## config.mk

```make
export PLATFORM = sky130hd
export DESIGN_NAME = spi_master_multi_flat
export DESIGN_NICKNAME = d
export VERILOG_FILES = /design/src/rtl/spi_master_multi_if.sv /design/src/rtl/spi_master_multi.sv /design/src/flat_wrapper.sv
export SDC_FILE = /design/constraint.sdc
export NUM_CORES = 1
export LEC_CHECK = 0
export ABC_AREA = 1
export CAP_MARGIN = 20
export CORE_ASPECT_RATIO = 1.75
export CORE_MARGIN = 2
export CORE_UTILIZATION = 49
export CTS_CLUSTER_DIAMETER = 30
export DETAILED_ROUTE_END_ITERATION = 16
export GPL_ROUTABILITY_DRIVEN = 0
export GPL_TIMING_DRIVEN = 0
export PLACE_DENSITY_LB_ADDON = 0.25
export REMOVE_ABC_BUFFERS = 1
export SETUP_SLACK_MARGIN = 0.1
export SLEW_MARGIN = 40
export SYNTH_ARGS = -nofsm -noshare
export SYNTH_HDL_FRONTEND = slang
export SYNTH_SLANG_ARGS = --single-unit
```

## constraint.sdc

```tcl
create_clock -name clk -period 1.4 [get_ports clk]
set_input_delay 0.14 -clock clk [delete_from_list [all_inputs] [get_ports clk]]
set_output_delay 0.14 -clock clk [all_outputs]
set_load 0.03 [all_outputs]
```

## src/rtl/spi_master_multi_if.sv

```systemverilog
// Host handshake plus SPI pad bundle for spi_master_multi.
// The master modport is the SPI master's view; slave is the host/pad side.
interface spi_master_multi_if #(
  parameter int WIDTH      = 8,
  parameter int NUM_SLAVES = 4
);
  localparam int SEL_W = (NUM_SLAVES > 1) ? $clog2(NUM_SLAVES) : 1;

  logic                  start;
  logic [WIDTH-1:0]      tx_data;
  logic [SEL_W-1:0]      slave_sel;
  logic [1:0]            clk_mode;
  logic                  lsb_first;
  logic                  busy;
  logic                  done;
  logic [WIDTH-1:0]      rx_data;
  logic                  err;
  logic                  MISO;
  logic                  MOSI;
  logic                  SCLK;
  logic [NUM_SLAVES-1:0] SS_n;

  modport master (
    input  start, tx_data, slave_sel, clk_mode, lsb_first, MISO,
    output busy, done, rx_data, err, MOSI, SCLK, SS_n
  );

  modport slave (
    output start, tx_data, slave_sel, clk_mode, lsb_first, MISO,
    input  busy, done, rx_data, err, MOSI, SCLK, SS_n
  );
endinterface

```

## src/rtl/spi_master_multi.sv

```systemverilog
// Parametrised full-duplex SPI master: any word width, NUM_SLAVES selects,
// all four CPOL/CPHA modes, MSB/LSB first, one word per start/done handshake.
module spi_master_multi #(
  parameter int WIDTH      = 8,
  parameter int DIV        = 5,
  parameter int NUM_SLAVES = 4
) (
  input  logic               clk,
  input  logic               reset,
  spi_master_multi_if.master bus
);
  localparam int SEL_W  = (NUM_SLAVES > 1) ? $clog2(NUM_SLAVES) : 1;
  localparam int DIV_W  = $clog2(DIV);
  localparam int EDGE_W = $clog2(2 * WIDTH + 1);
  localparam logic [DIV_W-1:0]  DIV_LAST  = DIV_W'(DIV - 1);
  localparam logic [EDGE_W-1:0] EDGE_LAST = EDGE_W'(2 * WIDTH);
  localparam logic [EDGE_W-1:0] EDGE_PRE  = EDGE_W'(2 * WIDTH - 1);
  localparam logic [0:0] ST_IDLE = 1'b0;
  localparam logic [0:0] ST_XFER = 1'b1;

  generate
    if (WIDTH < 2) begin : g_bad_width
      $error("spi_master_multi: WIDTH must be >= 2");
    end
    if (DIV < 2) begin : g_bad_div
      $error("spi_master_multi: DIV must be >= 2");
    end
    if (NUM_SLAVES < 1) begin : g_bad_slaves
      $error("spi_master_multi: NUM_SLAVES must be >= 1");
    end
  endgenerate

  logic [0:0]            state_reg;
  logic [DIV_W-1:0]      div_cnt_reg;
  logic [EDGE_W-1:0]     edge_cnt_reg;
  logic [WIDTH-1:0]      tx_shift_reg;
  logic [WIDTH-1:0]      rx_shift_reg;
  logic [WIDTH-1:0]      rx_data_reg;
  logic [NUM_SLAVES-1:0] ss_n_reg;
  logic                  sclk_reg;
  logic                  mosi_reg;
  logic                  busy_reg;
  logic                  done_reg;
  logic                  err_reg;
  logic                  cpol_reg;
  logic                  cpha_reg;
  logic                  lsb_reg;

  logic [WIDTH-1:0]      tx_rev;
  logic [WIDTH-1:0]      rx_rev;
  logic [WIDTH-1:0]      tx_ordered;
  logic [WIDTH-1:0]      rx_ordered;
  logic [NUM_SLAVES-1:0] ss_sel_n;
  logic                  sel_valid;
  logic                  div_wrap;
  logic                  leading_next;
  logic                  drive_bit;
  logic                  sample_bit;

  // Both shift registers always run MSB-first; LSB-first is a bit reversal
  // on the way in (tx) and on the way out (rx).
  generate
    for (genvar gi = 0; gi < WIDTH; gi++) begin : g_rev
      assign tx_rev[gi] = bus.tx_data[WIDTH-1-gi];
      assign rx_rev[gi] = rx_shift_reg[WIDTH-1-gi];
    end
    for (genvar gi = 0; gi < NUM_SLAVES; gi++) begin : g_ss
      assign ss_sel_n[gi] = (bus.slave_sel != SEL_W'(gi));
    end
  endgenerate

  assign tx_ordered   = bus.lsb_first ? tx_rev : bus.tx_data;
  assign rx_ordered   = lsb_reg ? rx_rev : rx_shift_reg;
  assign sel_valid    = (32'(bus.slave_sel) < 32'(NUM_SLAVES));
  assign div_wrap     = (div_cnt_reg == DIV_LAST);
  assign leading_next = ~edge_cnt_reg[0];
  // CPHA=0 already presented bit 0 at accept, so the final trailing edge has nothing left to shift.
  assign drive_bit    = cpha_reg ? leading_next : (~leading_next && (edge_cnt_reg != EDGE_PRE));
  assign sample_bit   = cpha_reg ? ~leading_next : leading_next;

  always_ff @(posedge clk or posedge reset) begin
    if (reset) begin
      state_reg    <= ST_IDLE;
      div_cnt_reg  <= '0;
      edge_cnt_reg <= '0;
      tx_shift_reg <= '0;
      rx_shift_reg <= '0;
      rx_data_reg  <= '0;
      ss_n_reg     <= '1;
      sclk_reg     <= 1'b0;
      mosi_reg     <= 1'b0;
      busy_reg     <= 1'b0;
      done_reg     <= 1'b0;
      err_reg      <= 1'b0;
      cpol_reg     <= 1'b0;
      cpha_reg     <= 1'b0;
      lsb_reg      <= 1'b0;
    end else begin
      done_reg <= 1'b0;
      err_reg  <= 1'b0;
      case (state_reg)
        ST_IDLE: begin
          sclk_reg <= bus.clk_mode[1];
          mosi_reg <= 1'b0;
          ss_n_reg <= '1;
          if (bus.start) begin
            if (sel_valid) begin
              state_reg    <= ST_XFER;
              busy_reg     <= 1'b1;
              ss_n_reg     <= ss_sel_n;
              cpol_reg     <= bus.clk_mode[1];
              cpha_reg     <= bus.clk_mode[0];
              lsb_reg      <= bus.lsb_first;
              div_cnt_reg  <= '0;
              edge_cnt_reg <= '0;
              rx_shift_reg <= '0;
              if (!bus.clk_mode[0]) begin
                mosi_reg     <= tx_ordered[WIDTH-1];
                tx_shift_reg <= tx_ordered << 1;
              end else begin
                tx_shift_reg <= tx_ordered;
              end
            end else begin
              err_reg <= 1'b1;
            end
          end
        end
        ST_XFER: begin
          if (!div_wrap) begin
            div_cnt_reg <= div_cnt_reg + 1'b1;
          end else begin
            div_cnt_reg <= '0;
            // The wrap after the last edge closes the CS-hold half period.
            if (edge_cnt_reg == EDGE_LAST) begin
              state_reg   <= ST_IDLE;
              busy_reg    <= 1'b0;
              done_reg    <= 1'b1;
              rx_data_reg <= rx_ordered;
              ss_n_reg    <= '1;
              mosi_reg    <= 1'b0;
              sclk_reg    <= cpol_reg;
            end else begin
              sclk_reg     <= ~sclk_reg;
              edge_cnt_reg <= edge_cnt_reg + 1'b1;
              if (drive_bit) begin
                mosi_reg     <= tx_shift_reg[WIDTH-1];
                tx_shift_reg <= tx_shift_reg << 1;
              end
              if (sample_bit) begin
                rx_shift_reg <= {rx_shift_reg[WIDTH-2:0], bus.MISO};
              end
            end
          end
        end
        default: state_reg <= ST_IDLE;
      endcase
    end
  end

  assign bus.busy    = busy_reg;
  assign bus.done    = done_reg;
  assign bus.err     = err_reg;
  assign bus.rx_data = rx_data_reg;
  assign bus.MOSI    = mosi_reg;
  assign bus.SCLK    = sclk_reg;
  assign bus.SS_n    = ss_n_reg;
endmodule

```

## src/flat_wrapper.sv

```systemverilog
// flat-port wrapper written by rule: the top's interface ports become plain ports
module spi_master_multi_flat 
#(
  parameter int WIDTH      = 8,
  parameter int DIV        = 5,
  parameter int NUM_SLAVES = 4
)
  (clk, reset, bus_start, bus_tx_data, bus_slave_sel, bus_clk_mode, bus_lsb_first, bus_MISO, bus_busy, bus_done, bus_rx_data, bus_err, bus_MOSI, bus_SCLK, bus_SS_n);
  spi_master_multi_if #(.WIDTH(WIDTH), .NUM_SLAVES(NUM_SLAVES)) bus_i ();
  input  logic clk;
  input  logic reset;
  input wire logic [$bits(bus_i.start)-1:0] bus_start;
  input wire logic [$bits(bus_i.tx_data)-1:0] bus_tx_data;
  input wire logic [$bits(bus_i.slave_sel)-1:0] bus_slave_sel;
  input wire logic [$bits(bus_i.clk_mode)-1:0] bus_clk_mode;
  input wire logic [$bits(bus_i.lsb_first)-1:0] bus_lsb_first;
  input wire logic [$bits(bus_i.MISO)-1:0] bus_MISO;
  output wire logic [$bits(bus_i.busy)-1:0] bus_busy;
  output wire logic [$bits(bus_i.done)-1:0] bus_done;
  output wire logic [$bits(bus_i.rx_data)-1:0] bus_rx_data;
  output wire logic [$bits(bus_i.err)-1:0] bus_err;
  output wire logic [$bits(bus_i.MOSI)-1:0] bus_MOSI;
  output wire logic [$bits(bus_i.SCLK)-1:0] bus_SCLK;
  output wire logic [$bits(bus_i.SS_n)-1:0] bus_SS_n;
  assign bus_i.start = bus_start;
  assign bus_i.tx_data = bus_tx_data;
  assign bus_i.slave_sel = bus_slave_sel;
  assign bus_i.clk_mode = bus_clk_mode;
  assign bus_i.lsb_first = bus_lsb_first;
  assign bus_i.MISO = bus_MISO;
  assign bus_busy = bus_i.busy;
  assign bus_done = bus_i.done;
  assign bus_rx_data = bus_i.rx_data;
  assign bus_err = bus_i.err;
  assign bus_MOSI = bus_i.MOSI;
  assign bus_SCLK = bus_i.SCLK;
  assign bus_SS_n = bus_i.SS_n;
  spi_master_multi #(.WIDTH(WIDTH), .DIV(DIV), .NUM_SLAVES(NUM_SLAVES)) u_core (.clk(clk), .reset(reset), .bus(bus_i));
endmodule
```

Yosys cells after proc, flatten, opt, wreduce, memory -nomap -nowiden
Index checks and enable logic that the tools add are counted.
- flip-flop bits (word level): 44
- input port bits: 17
- logic and storage cells: 88
- $add $sub $neg: 2
- reduce and logical (&&, ||, !) cells: 10
- bitwise operators: 3
- equal/unequal tests: 13
- mux-type cells: 46
- operators by type and width (kind ; number):
    2-to-1 mux 8 bit ; 11
    one-hot mux 8 bit (2 select lines) ; 2
    2-to-1 mux 1 bit ; 18
    != test 2 bit (second input constant) ; 8
    2-to-1 mux 5 bit ; 3
    2-to-1 mux 4 bit ; 3
    one-hot mux 5 bit (2 select lines) ; 1
    AND reduction 3 bit ; 3
    one-hot mux 1 bit (2 select lines) ; 4
    one-hot mux 4 bit (2 select lines) ; 1
    AND reduction 4 bit ; 2
    2-to-1 mux 3 bit ; 2
    one-hot mux 3 bit (2 select lines) ; 1
    AND reduction 2 bit ; 3
    adder 5 x 1 -> 5 bit (second input constant) ; 1
    equality test 5 bit (second input constant) ; 1
    != test 5 x 4 -> 1 bit (second input constant) ; 1
    adder 3 x 1 -> 3 bit (second input constant) ; 1
    equality test 3 bit (second input constant) ; 1
    != test 3 bit (second input constant) ; 1
    inverter 1 bit ; 3
    != test 2 x 1 -> 1 bit (second input constant) ; 1
    nonzero test 2 bit ; 1
    logical AND 1 bit ; 1

Logic depth before layout (Yosys ltp)
Gate-level depths: netlist of the first run.
- depth in word-level cells: 7
- gate-level depth with buffers: 11
- mapped depth without buffers: 11

Worst setup path before layout of the first run
OpenSTA, ideal clock, no wires.
- path type: reg-to-reg
- from: register u_core.edge_cnt_reg[0]
- to: register u_core.tx_shift_reg[0]
- data arrival time: 1410 ps
- required time: 1283 ps
- stages on the path, launching flop included: 11
- slack: -127 ps
- path buffers: 0
- cell sequence: dfrtp_1 > ha_1 > nand2_1 > nor2_1 > ha_1 > inv_1 > nand3_1 > nand3_1 > nand3_1 > nand2_1 > nand2_1
- word-level cells in the longest chain between the ends: 5
- elaborated cells on any way between the ends: 8
- those cells by class: eq/ne: 4; mux: 1; bitwise: 1; reduce/logical: 2
- ends and longest elaborated chain (what ; RTL line ; text):
    start, declared ; spi_master_multi.sv:35 ; logic [EDGE_W-1:0] edge_cnt_reg;
    start signal, assigned ; spi_master_multi.sv:144 ; edge_cnt_reg <= edge_cnt_reg + 1'b1;
    != test 5 x 4 -> 1 bit ; spi_master_multi.sv:78 ; assign drive_bit = cpha_reg ? leading_next : (~leading_next && (edge_cnt_reg != EDGE_PRE));
    logical AND 1 bit ; spi_master_multi.sv:78 ;
    2-to-1 mux 1 bit ; spi_master_multi.sv:78 ;
    != test 2 bit (no source line) ; n/a ;
    AND reduction 4 bit (no source line) (*) ; n/a ;
    end signal, assigned ; spi_master_multi.sv:119 ; tx_shift_reg <= tx_ordered << 1;
    end signal, assigned ; spi_master_multi.sv:121 ; tx_shift_reg <= tx_ordered;
    end signal, assigned ; spi_master_multi.sv:147 ; tx_shift_reg <= tx_shift_reg << 1;
    end, declared ; spi_master_multi.sv:36 ; logic [WIDTH-1:0] tx_shift_reg;
Every way passes the cells marked *; elsewhere a longest branch is shown, timed or not.
A chain may end at the register's enable or synchronous reset.

Worst setup path in the final report of the first run
- from: register u_core.div_cnt_reg[1]
- to: register u_core.tx_shift_reg[5]
- word-level cells in the longest chain between the ends: 3
- ends and longest elaborated chain (what ; RTL line ; text):
    start, declared ; spi_master_multi.sv:34 ; logic [DIV_W-1:0] div_cnt_reg;
    start signal, assigned ; spi_master_multi.sv:130 ; div_cnt_reg <= div_cnt_reg + 1'b1;
    equality test 3 bit ; spi_master_multi.sv:75 ; assign div_wrap = (div_cnt_reg == DIV_LAST);
    != test 2 bit (no source line) ; n/a ;
    AND reduction 4 bit (no source line) ; n/a ;
No other way between the ends.

==> run summary, run 1 <==
* **count of clock tree sinks** 44
* **worst path arrival time** 1.84 ns
* **Die Height** 96.6 um
* **Std-Cell Core Area** 4710 um^2
* **sequential cell area** 1110 um^2
* **Chip Width** 56.9 um
* **dominant combinational cell family by area after synthesis** simple AND/OR/NAND/NOR gates
* **CP most frequent cell** nand2_1
* **areal power density over the cells** 2060 nW/um^2
* **Synth area leaders** dfrtp_1, nand2_1, inv_1
* **count of maximum capacitance violations** 0
* **number of failing setup endpoints in the final timing report** 31
* **Worst Setup Slack post-DPL** -0.429 ns
* **internal power** 3.99 mW
* **wire length of the first global-routing pass** 10,100 um
* **largest net degree at the start of global routing** 39
* **setup TNS** -3.78 ns
* **sequential fraction of design power** 32.7%
* **final core occ** 73.2%
* **library cell with the highest instance count after synthesis** nand2_1
* **vias in the first global route** 2,218
* **H-tree depth reported by CTS** 2
* **die area** 5500 um^2
* **ordered list of cells on the worst path** inv_1 -> ha_2 -> nand2_4 -> a21oi_4 -> buf_6 -> nand2_8 -> nor2_8 -> nand2_1 -> nand2_1
* **layout cell share with drive strength beyond 1** 33.2%
* **failing checks** setup timing
* **final worst path period share** 113%
* **HPWL Detailed** 3290 um
* **crit path setup slack, layout** -0.182 ns
* **clk_lat worst skew** 0.31 ns
* **flop and latch count out of synthesis** 44
* **TritonCTS Buffers** 5
* **total iterations of the first detailed-routing run** 4
* **total wire length after detailed routing** 6350 um
* **count of buffering cells on the critical path with inverters included** 2
* **data required time at the worst endpoint** 1.66 ns
* **cts-stage hold buffer count** 0
* **number of port buffers** 32
* **CP Capture Type** flop
* **number of remaining DRC errors** 0
* **area delta synth->final** 43.5%
* **detailed-route via count** 2,294
* **standard-cell rows** 33
* **sort of element at the start of the critical path** flop
* **min cycle time layout** 1.58 ns
* **kind of cell with the highest combined delay on the critical path** simple AND/OR/NAND/NOR gates
* **Final nets** 392
* **Slowest-stage cell, CP** dfrtp_1
* **run status** finished with violations
* **Final Max Tran Viols** 0
* **number of different library cells in the post-synthesis netlist** 28
* **xor-xnor portion of the synthesized cell area** 0%
* **proportion of netlist area held by the largest area contributor** 41.7%
* **peak fanout along the critical path** 8
* **maximum frequency from static timing analysis** 632 MHz
* **footprint of the multi-input gates** 1400 um^2
* **clock tree from TritonCTS** yes
* **slowest cell delay on critical path** 0.40 ns
* **Peak VDD IR** 1430 uV
* **antenna violation net count after detailed routing** 0
* **top cells by count, synth** nand2_1, dfrtp_1, inv_1, a21oi_1, nor2_1
* **WHS** 0.0526 ns
* **asr flop ratio synth** 100%
* **simple-gate share of the synthesized area** 31.9%
* **via density per instance** 5.42
* **number of enable flip-flop cells after synthesis** 0
* **adder and majority cell fraction of the synthesized area** 2.61%
* **part of the total power dissipated in the clock network** 14.0%
* **predominant post-synthesis flop cell** dfrtp_1
* **RSZ-0062 raised after global routing** yes
* **critical path type** reg2reg
* **NetSw** 3.11 mW
* **initial antenna violation count** 0
* **Iter 0 DRT Violations** 56
* **multiplexer share of the synthesized area** 0%
* **clock transition at the register clock pins on the worst setup and hold paths after CTS** 0.09 ns
* **final global-route overflow total** 0
* **clk buf depth** 2
* **starting density of the core** 51.0%
* **Comb pwr share** 53.3%
* **count of synthesis-stage warnings from yosys** 0
* **synthesized instance count** 306
* **largest area contributor in the netlist** dfrtp_1
* **fill cell instance count of the final layout** 354
* **count of pins on the block boundary** 34
* **ANT cells** 0
* **worst clock skew on the final layout** 0.00631 ns
* **Syn Std Cell Area** 2400 um^2
* **post-synthesis sequential area ratio** 46.1%
* **leakage power summed over all cells** 1.67 nW
* **fraction of the mapped netlist area in compound gates** 11.4%
* **WL/cell** 15.0 um
* **synthesized area per cell** 7.84 um^2
* **endpoints failing hold** 0
* **sw frac** 43.8%
* **HP Class** in2async
* **CTS Root Buffer Type** clkbuf_8
* **GRT Overall Usage** 23.7%
final cells by class:
type | count | area share (%)
multi-input cells | 224 | 40.5
flip-flops and latches | 44 | 32.3
repair buffers | 65 | 18.8
inverters | 30 | 3.42
clock buffers | 6 | 2.11
well taps | 52 | 1.89
clock inverters | 2 | 1.02
placed cells by master, fill, tap and decap left out, types with 6 or more instances in the layout:
cell type	Yosys	final
buf_6	3	12
nand3_1	18	13
nand3_4	2	6
clkdlybuf4s50_1	0	16
buf_4	4	17
a21oi_1	20	8
nor2_1	20	9
nor2_4	3	10
nand2_2	2	6
nand2_1	114	105
dfrtp_1	40	37
dlygate4sd2_1	0	12
o21ai_2	8	10
inv_1	29	22
a21oi_2	0	12
o21ai_0	14	9
power groups by stage:
stage          logic [mW]  clock network (mW)  registers [mW]
2_1_floorplan        1.39                   0            2.62
3_3_place_gp         2.49                   0            2.26
3_5_place_dp         2.56                   0            2.27
4_1_cts              3.26               0.980            2.26
5_1_grt              4.08                1.05            2.39
6_report             3.78               0.995            2.32
final timing paths:
check	start	to	slack (ns)	cells past startpoint
min in group clk	bus_MISO	u_core.rx_shift_reg[0]	0.42	3
hold reg to reg	u_core.bus.SS_n[2]	u_core.bus.SS_n[2]	0.48	2
hold / removal	reset	u_core.bus.rx_data[3]	0.05	2
setup reg to reg	u_core.div_cnt_reg[1]	u_core.tx_shift_reg[5]	-0.18	9
setup / recovery	u_core.div_cnt_reg[1]	u_core.tx_shift_reg[5]	-0.18	9
max in group asynchronous	reset	u_core.bus.SS_n[0]	0.86	3
stage by stage:
step / cell area [um^2] / power [mW] / instances
after CTS: 3280 / 6.50 / 417
after global routing: 3440 / 7.53 / 423
final: 3440 / 7.09 / 423
after floorplan: 2320 / 4.01 / 296
after global placement: 2710 / 4.75 / 380
after detailed placement: 2730 / 4.84 / 381
routing by layer:
metal | global-route usage (%) | part of all wire [%] | vias up
li1 | - | - | 1103
met4 | 12.0 | 3.6 | 0
met2 | 42.2 | 54 | 60
met1 | 27.3 | 38 | 1113
met3 | 3.33 | 3.5 | 18
met5 | 0 | 0 | -
kinds of logic (layout without fill, tap and decap cells):
| kind of cell | after synthesis | after routing |
|---|---|---|
| AND/OR/NAND/NOR | 171 | 173 |
| adder cells (fa/ha/maj) | 5 | 5 |
| AO/OA/AOI/OAI | 45 | 45 |
| buffers and inverters | 40 | 103 |
| other | 1 | 1 |
| flip-flops | 44 | 44 |
repair_timing:
| action | 4_1_cts | 5_1_grt |
|---|---|---|
| pin swaps | 14 | 12 |
| cloned | 3 | 0 |
| resized for setup | 83 | 36 |
| endpoints found under the setup margin | 59 | 41 |
| buffers inserted | 25 | 7 |
Note: power is estimated with default switching activity, not from simulation.
==> run 2, diff against run 1 <==
Settings changed: GPL_ROUTABILITY_DRIVEN 0 to unset.
==> results of run 2 <==
Final layout, timing and power as in run 1 (identical DEF).
==> run 3, diff against run 2 <==
Settings changed: SKIP_CTS_REPAIR_TIMING set to 1.
Clock period 1.4 ns to 1.33 ns, I/O delays scaled along.
==> run summary, run 3 (same netlist as run 1, synthesis figures left out) <==
* **run status** finished with violations
* **failing checks** setup timing
* **kind of cell with the highest combined delay on the critical path** flip-flops
* **setup TNS** -7.42 ns, -3.63 ns
* **vias in the first global route** 1,900, -14%
* **worst clock skew on the final layout** 0.00662 ns, +0.000309 ns
* **endpoints failing hold** 0, unchanged
* **sequential cell area** 1110 um^2, unchanged
* **number of port buffers** 32, unchanged
* **min cycle time layout** 1.62 ns, +0.0427 ns
* **post-route insts no fill** 413, -2.4%
* **number of failing setup endpoints in the final timing report** 38, +23%
* **cell count of the worst reg-to-reg path** 9, unchanged
* **starting density of the core** 51.0%, unchanged
* **GRT Overall Usage** 19.0%, -4.6 points
* **clock tree from TritonCTS** yes
* **Iter 0 DRT Violations** 78, +39%
* **WL/cell** 14.2 um, -5.1%
* **footprint of the multi-input gates** 1240 um^2, -11%
* **Slowest-stage cell, CP** dfrtp_2
* **count of buffering cells on the critical path with inverters included** 3, +1
* **initial antenna violation count** 0, unchanged
* **data required time at the worst endpoint** 1.57 ns, -0.09 ns
* **Die Height** 96.6 um, unchanged
* **clk_lat worst skew** 0.30 ns, about the same
* **clk buf depth** 2, unchanged
* **sum of internal, switching and leakage power** 6.72 mW, -5.3%
* **slowest cell delay on critical path** 0.48 ns, +0.08 ns
* **worst path arrival time** 1.86 ns, +0.02 ns
* **number of remaining DRC errors** 0, unchanged
* **largest net degree at the start of global routing** 39, unchanged
* **layout cell share with drive strength beyond 1** 24.4%, -8.8 points
* **routability cong.** 0.812
* **CP Capture Type** flop
* **ordered list of cells on the worst path** inv_4 -> ha_4 -> nand2_1 -> inv_2 -> nand3_4 -> nor2_4 -> clkbuf_16 -> nor2_1 -> a21oi_1
* **count of maximum capacitance violations** 0, unchanged
* **crit path setup slack, layout** -0.295 ns, -0.113 ns
* **Worst Setup Slack post-DPL** -0.499 ns, -0.0700 ns
* **reg2reg setup slack** -0.29 ns, -0.11 ns
* **total wire length after detailed routing** 5880 um, -7.3%
* **sort of element at the start of the critical path** flop
* **die area** 5500 um^2, unchanged
* **ANT cells** 0, unchanged
* **total placed cells including tap cells** 381, unchanged
* **HPWL Detailed** 3290 um, unchanged
* **detailed-route via count** 2,175, -5.2%
* **count of pins on the block boundary** 34, unchanged
* **final core occ** 68.7%, -4.4 points
* **antenna violation net count after detailed routing** 0, unchanged
* **critical path type** reg2reg
* **fill cell instance count of the final layout** 384, +8.5%
* **area delta synth->final** 34.8%
* **total iterations of the first detailed-routing run** 4, unchanged
* **peak fanout along the critical path** 6, -2
* **RSZ-0062 raised after global routing** yes
* **via density per instance** 5.27, -2.9%
* **CTS Root Buffer Type** clkbuf_8
* **HP Class** in2async
* **count of clock tree sinks** 44, unchanged
* **final worst path period share** 122%, +9.2 points
* **final global-route overflow total** 0, unchanged
* **standard-cell rows** 33, unchanged
* **WHS** 0.0517 ns, -0.000890 ns
* **area of placed instances** 2730 um^2, unchanged
* **TritonCTS Buffers** 5, unchanged
* **Final Max Tran Viols** 0, unchanged
* **maximum frequency from static timing analysis** 616 MHz, -2.6%
* **H-tree depth reported by CTS** 2, unchanged
* **RR Startpoint** u_core.edge_cnt_reg[0]
* **areal power density over the cells** 2080 nW/um^2, +0.78%
* **Std-Cell Core Area** 4710 um^2, unchanged
* **leading cell types in the layout, fill and taps excluded** nand2_1, dfrtp_1, inv_1, nor2_1, buf_4
* **Peak VDD IR** 1370 uV, -4.4%
* **Chip Width** 56.9 um, unchanged
* **Final nets** 382, -2.6%
* **Design Area, Final** 3230 um^2, -6.1%
* **wire length of the first global-routing pass** 8200 um, -19%
* **leakage power summed over all cells** 1.71 nW, +2.0%
* **clock transition at the register clock pins on the worst setup and hold paths after CTS** 0.09 ns, about the same
* **commonest non-fill, non-tap cell in the layout** nand2_1
* **Worst R2R End** u_core.bus.rx_data[7]
run 3: cell types whose count changed in the layout (fill, tap and decap cells not counted), sizes merged:
cell           previous run  this run
dlygate4sd2              12         0
buf                      34        22
clkbuf                    6        12
dlymetal6s2s              0        12
nand2                   118       117
clkdlybuf4s18             1         0
clkdlybuf4s15             2         0
run 3: area by class of cell:
class,instances,share of cell area [%]
Clock buffer,6,2.24
Clock inverter,2,1.08
Inverter,30,3.71
Multi-Input combinational cell,223,38.5
Sequential cell,44,34.4
Tap cell,52,2.01
Timing Repair Buffer,56,18.1
run 3: routing by layer:
layer | wire length [um] | up-vias | share of wire [%] | global-route usage [%]
met5 | 0 | - | 0 | 0
met4 | 199 | 0 | 3.4 | 8.53
met3 | 167 | 14 | 2.8 | 2.93
met2 | 3240 | 49 | 55 | 34.7
met1 | 2270 | 1029 | 39 | 21.7
li1 | - | 1083 | - | -
run 3: how the worst max path moves through the flow:
stage | start | slack (ns) | cells after the start | to
2_1_floorplan | u_core.state_reg | -0.44 | 5 | u_core.rx_shift_reg[0]
3_3_place_gp | u_core.state_reg | -0.90 | 5 | u_core.tx_shift_reg[2]
3_5_place_dp | u_core.state_reg | -0.50 | 5 | u_core.tx_shift_reg[2]
4_1_cts | u_core.state_reg | -0.54 | 5 | u_core.tx_shift_reg[2]
5_1_grt | u_core.edge_cnt_reg[0] | -0.39 | 11 | u_core.tx_shift_reg[7]
6_report | u_core.edge_cnt_reg[0] | -0.29 | 9 | u_core.bus.rx_data[7]
run 3: power by group:
group | total [mW] | leakage, nW | internal, mW | switching, mW
Clock | 1.02 | 0.0552 | 0.558 | 0.466
Combinational | 3.30 | 1.09 | 1.35 | 1.95
Sequential | 2.39 | 0.556 | 1.92 | 0.470
Total | 6.72 | 1.71 | 3.82 | 2.89
